`src/rtl/proc_pkg.sv`:
```
// Shared definitions for the processor data-memory responder: word width,
// responder FSM states, the read-data value returned for stores and errors,
// and the address range helper.
package proc_pkg;

  localparam int WORD_W = 16;

  // Value presented on rsp_rdata for store responses and out-of-range accesses.
  localparam logic [WORD_W-1:0] STORE_RDATA = 16'h0000;

  typedef enum logic [1:0] {
    IDLE = 2'd0,
    WAIT = 2'd1,
    RESP = 2'd2
  } state_t;

  // An address is valid only when it falls inside the configured array depth.
  function automatic logic addr_in_range(input logic [WORD_W-1:0] addr,
                                         input int depth);
    return {16'h0000, addr} < depth;
  endfunction

endpackage

```
`src/rtl/data_mem_array.sv`:
```
// DEPTH x WORD_W single-port storage: synchronous write, combinational read.
module data_mem_array
  import proc_pkg::*;
#(
  parameter int DEPTH  = 256,
  parameter int ADDR_W = 8
) (
  input  logic              clk,
  input  logic              we,
  input  logic [ADDR_W-1:0] addr,
  input  logic [WORD_W-1:0] wdata,
  output logic [WORD_W-1:0] rdata
);

  logic [WORD_W-1:0] mem [DEPTH];

  // Write port: store the word on the rising edge when enabled.
  // NOTE: the storage has no reset on purpose; contents survive a responder
  // reset and a reset branch here would also stop it mapping onto RAM.
  always_ff @(posedge clk) begin
    if (we) begin
      mem[addr] <= wdata;
    end
  end

  assign rdata = mem[addr];

endmodule

```
`src/rtl/data_mem_responder.sv`:
```
// Processor data-memory responder: accepts one load/store request at a time,
// waits WAIT_CYCLES cycles, performs the access and holds the response until
// the processor takes it.
module data_mem_responder
  import proc_pkg::*;
#(
  parameter int DEPTH       = 256,
  parameter int WAIT_CYCLES = 2
) (
  input  logic        clk,
  input  logic        proc_rst,
  input  logic        req_valid,
  input  logic        req_write,
  input  logic [15:0] req_addr,
  input  logic [15:0] req_wdata,
  output logic        req_ready,
  output logic        rsp_valid,
  output logic [15:0] rsp_rdata,
  output logic        rsp_err,
  input  logic        rsp_ready
);

  localparam int ADDR_W = (DEPTH > 1) ? $clog2(DEPTH) : 1;
  localparam int CNT_W  = (WAIT_CYCLES > 0) ? $clog2(WAIT_CYCLES + 1) : 1;

  state_t             state_q, state_d;
  logic [CNT_W-1:0]   cnt_q, cnt_d;
  logic               lat_write_q;
  logic [WORD_W-1:0]  lat_addr_q;
  logic [WORD_W-1:0]  lat_wdata_q;
  logic [WORD_W-1:0]  rdata_q;
  logic               err_q;

  logic               accept;
  logic               enter_resp;
  logic               cur_write;
  logic [WORD_W-1:0]  cur_addr;
  logic [WORD_W-1:0]  cur_wdata;
  logic               in_range;
  logic               mem_we;
  logic [WORD_W-1:0]  mem_rdata;

  assign req_ready = (state_q == IDLE);
  assign rsp_valid = (state_q == RESP);
  assign rsp_rdata = rdata_q;
  assign rsp_err   = err_q;

  assign accept = req_valid && req_ready;

  // With zero wait cycles the access happens on the acceptance edge itself,
  // so the live request is used in IDLE and the latched copy otherwise.
  assign cur_write = (state_q == IDLE) ? req_write : lat_write_q;
  assign cur_addr  = (state_q == IDLE) ? req_addr  : lat_addr_q;
  assign cur_wdata = (state_q == IDLE) ? req_wdata : lat_wdata_q;

  assign in_range = addr_in_range(cur_addr, DEPTH);
  assign mem_we   = enter_resp && cur_write && in_range && !proc_rst;

  data_mem_array #(
    .DEPTH  (DEPTH),
    .ADDR_W (ADDR_W)
  ) u_array (
    .clk   (clk),
    .we    (mem_we),
    .addr  (cur_addr[ADDR_W-1:0]),
    .wdata (cur_wdata),
    .rdata (mem_rdata)
  );

  // Next-state logic: accept in IDLE, count down in WAIT, hand off in RESP.
  // NOTE: every signal gets a default before the case so no path leaves it
  // unassigned, which would otherwise infer a latch.
  always_comb begin
    state_d    = state_q;
    cnt_d      = cnt_q;
    enter_resp = 1'b0;
    case (state_q)
      IDLE: begin
        if (accept) begin
          if (WAIT_CYCLES == 0) begin
            state_d    = RESP;
            enter_resp = 1'b1;
          end else begin
            state_d = WAIT;
            cnt_d   = CNT_W'(WAIT_CYCLES);
          end
        end
      end
      WAIT: begin
        cnt_d = cnt_q - CNT_W'(1);
        if (cnt_q == CNT_W'(1)) begin
          state_d    = RESP;
          enter_resp = 1'b1;
        end
      end
      RESP: begin
        if (rsp_ready) begin
          state_d = IDLE;
        end
      end
      default: state_d = IDLE;
    endcase
  end

  // State, counter, request latch and response registers.
  // NOTE: sequential state uses non-blocking assignments so every register
  // samples the pre-edge values regardless of statement order.
  always_ff @(posedge clk) begin
    if (proc_rst) begin
      state_q     <= IDLE;
      cnt_q       <= '0;
      lat_write_q <= 1'b0;
      lat_addr_q  <= '0;
      lat_wdata_q <= '0;
      rdata_q     <= '0;
      err_q       <= 1'b0;
    end else begin
      state_q <= state_d;
      cnt_q   <= cnt_d;
      if (accept) begin
        lat_write_q <= req_write;
        lat_addr_q  <= req_addr;
        lat_wdata_q <= req_wdata;
      end
      if (enter_resp) begin
        err_q   <= !in_range;
        rdata_q <= (cur_write || !in_range) ? STORE_RDATA : mem_rdata;
      end
    end
  end

endmodule

```
`config.mk`:
```
export PLATFORM = sky130hd
export DESIGN_NAME = data_mem_responder
export DESIGN_NICKNAME = d
export VERILOG_FILES = /design/src/rtl/proc_pkg.sv /design/src/rtl/data_mem_array.sv /design/src/rtl/data_mem_responder.sv
export SDC_FILE = /design/constraint.sdc
export NUM_CORES = 2
export LEC_CHECK = 0
export CAP_MARGIN = 15
export CORE_AREA = 2 2 767 463
export DETAILED_ROUTE_END_ITERATION = 12
export DIE_AREA = 0 0 769 465
export GPL_TIMING_DRIVEN = 0
export REMOVE_ABC_BUFFERS = 1
export SLEW_MARGIN = 0
export SYNTH_ARGS = -nofsm -noshare
export SYNTH_HDL_FRONTEND = slang
export SYNTH_HIERARCHICAL = 1
export SYNTH_SLANG_ARGS = --single-unit
```
`constraint.sdc`:
```
create_clock -name clk -period 7.1 [get_ports clk]
set_input_delay 1.42 -clock clk [delete_from_list [all_inputs] [get_ports clk]]
set_output_delay 1.42 -clock clk [all_outputs]
set_load 0.005 [all_outputs]
```
# Yosys cells after proc, flatten, opt, wreduce, memory -nomap -nowiden
# Memories as Yosys holds them, arrays and structs flattened.
# Cells that the tools add are included.
# totals
ramBits,4096
register_bits,54
n_memories,1
out_inout_bits,19
# classes
n_mux,14
add_sub_neg,1
magnitude_cmp,1
eq_ne,6
reduce_logical,11
# mem_list
memory,depth,word_bits,rd,rd_clocked_by_memory_dff,wr,line_no,text
u_array.mem,256,16,1,0,1,data_mem_array.sv:15,logic [WORD_W-1:0] mem [DEPTH];
# op_table
cell,count
2-to-1 mux 16 bit,3
"< comparator 16 x 9 -> 1 bit, second input constant",1
2-to-1 mux 2 bit,4
case mux 2 bit (3 select lines),1
2-to-1 mux 1 bit,5
"equality test 2 x 1 -> 1 bit, second input constant",2
logical AND 1 bit,4
"inequality test 2 x 1 -> 1 bit, second input constant",2
case mux 2 bit (2 select lines),1
AND reduction 3 bit,1
"equality test 2 bit, second input constant",1
zero test 1 bit,2
zero test 2 bit,1
"inequality test 2 bit, second input constant",1
AND reduction 2 bit,1
nonzero test 2 bit,1
"subtractor 2 x 1 -> 2 bit, second input constant",1
logical OR 1 bit,1

# Logic depth before layout (Yosys ltp)
# depth
depth_word,8
ltp_mapped,13
mapped_depth_nobuf,8

# By module
# Netlist, hierarchy kept.
# by_module_without_submodules
module,seq_area_each_um2,cells_per_inst,area_per_inst_um2,n_inst
data_mem_array,122998.0,6711,155078.7,1
data_mem_responder,1081.0,236,2210.9,1

# Least setup slack after synthesis
# OpenSTA, ideal clock, no wires.
# synth_path
path_kind,input port to flip-flop
startpoint,input req_addr[1]
endpoint,"memory u_array.mem[145][0], enable pin"
path_stages,8
arrival_ns,3.895
setup_slack_ns,2.796
cell_sequence,mux2_2 > clkbuf_1 > buf_2 > clkbuf_1 > buf_2 > nand2b_1 > clkbuf_1 > nor3_1
# synth_between
elab_chain_len,6
# synth_lines
element,line_no,text
"start, declared",data_mem_responder.sv:14,"input logic [15:0] req_addr,"
2-to-1 mux 16 bit *,data_mem_responder.sv:53,assign cur_addr = (state_q == IDLE) ? req_addr : lat_addr_q;
< comparator 16 x 9 -> 1 bit,proc_pkg.sv:20,"return {16'h0000, addr} < depth;"
logical AND 1 bit (2 in a row),data_mem_responder.sv:57,assign mem_we = enter_resp && cur_write && in_range && !proc_rst;
2-to-1 mux 1 bit,data_mem_array.sv:21,if (we) begin
2-to-1 mux 1 bit (not written as such),data_mem_array.sv:22,mem[addr] <= wdata;
"end, declared",data_mem_array.sv:15,
# Mark *: on every way between the ends. The rest lies on a longest branch, timed or not.

# Final worst setup path
# layout_path
startpoint,input req_addr[0]
endpoint,register rdata_q[1] (netlist: rsp_rdata[1])
# layout_rtl
element,line_no,text
2-to-1 mux 16 bit,data_mem_responder.sv:53,
via cur_addr[0],data_mem_responder.sv:37,logic [WORD_W-1:0] cur_addr;
memory (256 x 16 bit),-,
via mem_rdata[1],data_mem_responder.sv:41,logic [WORD_W-1:0] mem_rdata;
2-to-1 mux 16 bit,data_mem_responder.sv:127,rdata_q <= (cur_write || !in_range) ? STORE_RDATA : mem_rdata;
"end signal, assigned",data_mem_responder.sv:127,
"end, declared",data_mem_responder.sv:31,logic [WORD_W-1:0] rdata_q;
# The timed path passes the listed nets, and every way through them passes these cells.
# A chain may end at the register's enable or synchronous reset.

==> impl_metrics.toml <==
[floorplan]
chipHeight_um = 465
fp-row-count = 169
io_pins = 56
die-area_um2 = 358000
initial_core_util_pct = 44.8
fp.coreArea_um2 = 351000
chipWidth_um = 769

[critical_path]
r2r_start = "state_q[1]$_SDFFE_PP0P_"
arrival_ns = 7.68
worstSetupStartpointType = "primary input"
cp-end-kind = "flip-flop"
reg2reg_depth = 14
r2r_end = "rsp_rdata[1]$_SDFFE_PP0N_"
cp.required_ns = 7.91
rrSetupSlack_ns = 0.49
critical_path_class = "in -> reg"
cp_max_fo = 64

[power]
intPower_w = 0.0398
switching_share_pct = 22.7
p_leak_nw = 55.4
pwr-share-comb_pct = 9.0
p_clk_share_pct = 38.0
seqPwrFrac_pct = 53.0
irDropWorstVdd_v = 0.000199
power.net_switching_w = 0.0117
powerDensity_nw_per_um2 = 283

[synthesis]
yosysSeqAreaShare_pct = 78.9
synth.distinct_cells = 35
synthTopCellsByCount = "edfxtp_1, mux4_2, a22oi_1, a21oi_1, clkbuf_1"
synth-seq-cells = 4150
syn_inst = 6947
synth_edf_count = 4096
avgSynthCellArea_um2 = 22.6
synthesis.area_um2 = 157000
synthAdderAreaFrac_pct = 0.00795
yosys_warnings = 6
synth_top_family_by_area = "multiplexers"
muxShareOfSynthArea_pct = 14.8
yosysMostFrequentCell = "edfxtp_1"
yosysTopAreaCellShare_pct = 78.2
synth_flop_cell = "edfxtp_1"
synth.area.top_cells = "edfxtp_1, mux4_2, a22oi_1"
synth-compound-area-share_pct = 3.84
synth_top_cell_by_area = "edfxtp_1"
synth_xor_area_share_pct = 0
synthSimpleGateAreaFrac_pct = 1.14
ys_async_sr_fraction_pct = 0

[detailed_routing]
postRouteAntennaNets = 0
drt_iter0_drc = 11200
drc = 0
viasPerCell = 6.23
drtPass1Iterations = 5
totalWireLength_mm = 408
vias = 76900
wire_per_inst_um = 33.0

[sta]
slew_violations = 0
rsz0062_at_grt = "no"
finalHoldViolCount = 0
worstMarginPinSlew_ns = 1.26
whs_ns = 0.457
fin_crit_sh_pct = 96.7
relSlewSlack_pct = 15.1
clock.fmax_mhz = 146
setup_viol = 0
skew_ns = 0.0591
fin_tns_setup_ns = 0
fin_crit_ns = 6.87

[clock_network]
cts_tree = "built"
clk_latency_ns = 0.93
numCtsBuffers = 359
htree_levels = 5
clk_transition_reported_paths_ns = 0.06
clock-sinks = 4150
root_buffer = "clkbuf_16"
clock_path_buffers = 4
hold_buffers = 0

[placement]
placed_area_um2 = 171000
gp_congestion = 0.752
dp_hpwl_mm = 251
placedCellCount = 11700
portBuffers = 55

[layout]
final_cell_area_um2 = 182000
area_growth_pct = 15.9
final_cells = 12300
layout.nets = 7390
drive_above_1_share_pct = 30.4

[hold_path]
hold_path_depth = 2
min_path_type = "reg -> reg"
min-delay-start = "lat_addr_q[5]$_SDFFE_PP0P_"
hold_end = "lat_addr_q[5]$_SDFFE_PP0P_"

[global_route]
antenna_found_initial = 13
grt_pass1_wl_mm = 576
grt_start_max_net_pins = 138
grt_pass1_vias = 75000
overflow = 0
grt.total_usage_pct = 22.5

[outcome]
outcome = "finished, final reports clean"

[flow_run]
maxCapViolations = 0
-- critical path: stages --
cell             delay (ns)
clkdlybuf4s50_1        0.69
mux2_8                 0.48
buf_16                 0.32
buf_16                 0.38
buf_16                 0.32
buf_16                 0.32
buf_16                 0.39
buf_16                 0.32
mux4_2                 0.55
a22oi_1                0.42
a21oi_1                0.32
o41ai_4                0.68
nand4_1                0.36
a22o_2                 0.35
-- power groups by stage --
stage          clock [W]  sequential, W  combinational, W
2_1_floorplan          0         0.0279           0.00457
3_3_place_gp           0         0.0280           0.00747
3_5_place_dp           0         0.0278           0.00461
4_1_cts           0.0199         0.0273           0.00465
5_1_grt           0.0208         0.0273           0.00487
6_report          0.0195         0.0273           0.00463
-- worst max-delay path by stage --
stage / startpoint / endpoint / slack, ns / cells after the start
2_1_floorplan: req_addr[0] / u_array/mem[133][0]$_DFFE_PP_ / -23.78 / 5
3_5_place_dp: req_addr[0] / rsp_rdata[1]$_SDFFE_PP0N_ / -1.70 / 14
3_3_place_gp: state_q[0]$_SDFFE_PP0P_ / u_array/mem[75][12]$_DFFE_PP_ / -43.34 / 6
4_1_cts: req_addr[0] / rsp_rdata[1]$_SDFFE_PP0N_ / 0.10 / 14
5_1_grt: req_addr[0] / rsp_rdata[2]$_SDFFE_PP0N_ / 0.0003 / 14
6_report: req_addr[0] / rsp_rdata[1]$_SDFFE_PP0N_ / 0.23 / 14
-- routing by layer --
metal,wire length (µm),GRT usage [%],up-vias
li1,-,-,30600
met3,47500,6.10,499
met4,8730,4.46,12
met2,175000,31.6,4041
met5,80,0,-
met1,176000,35.4,41700
-- state kept, by name, indices dropped and copies added, names as in the netlist --
name	flops
cnt_q	2
u_array/mem	4096
lat_addr_q	16
rsp_err	1
rsp_rdata	16
lat_write_q	1
lat_wdata_q	16
state_q	2
-- cell families (layout without fill, tap and decap cells) --
family | Yosys count | after routing
flops | 4150 | 4150
fa+ha+maj | 1 | 1
compound gates | 887 | 887
mux | 1048 | 1049
other cells | 0 | 3
buf+inv | 440 | 1126
simple gates | 421 | 421
-- layout by cell type, fill, tap and decap left out, types with 55 or more instances in the layout --
cell	synthesis	layout
a21oi_1	291	291
a22oi_1	512	512
buf_16	0	110
buf_8	0	189
clkbuf_1	260	69
clkbuf_16	0	367
clkdlybuf4s50_1	0	55
clkinv_1	0	79
clkinv_2	0	62
edfxtp_1	4096	4096
mux4_2	1024	1024
nand2_1	94	86
nor2_2	0	229
-- repair_timing --
action	CTS	global route
pin swaps	1	1
gates cloned	5	0
buffers inserted	0	0
endpoints found under the setup margin	11	1
gates resized for setup	1	0
endpoints found under the hold margin	0	0
-- per-stage QoR --
step                power [W]  setup slack, ns  utilization (%)
floorplan              0.0325           -23.78                -
global placement       0.0355           -43.34             46.0
detailed placement     0.0325            -1.70             48.6
CTS                    0.0518            0.102             51.9
global route           0.0530         0.000263             51.9
finish                 0.0515            0.232             51.9
-- area by class of cell --
class | count | area (µm²)
flip-flops and latches | 4150 | 124000
fillers | 26700 | 169000
well taps | 4702 | 5880
clock buffers | 442 | 9530
clock inverters | 201 | 1920
inverters | 3 | 11.3
diodes | 3 | 7.51
multi-input cells | 2358 | 32700
repair buffers | 480 | 8130
No activity file was read; power rests on OpenSTA's default activity.
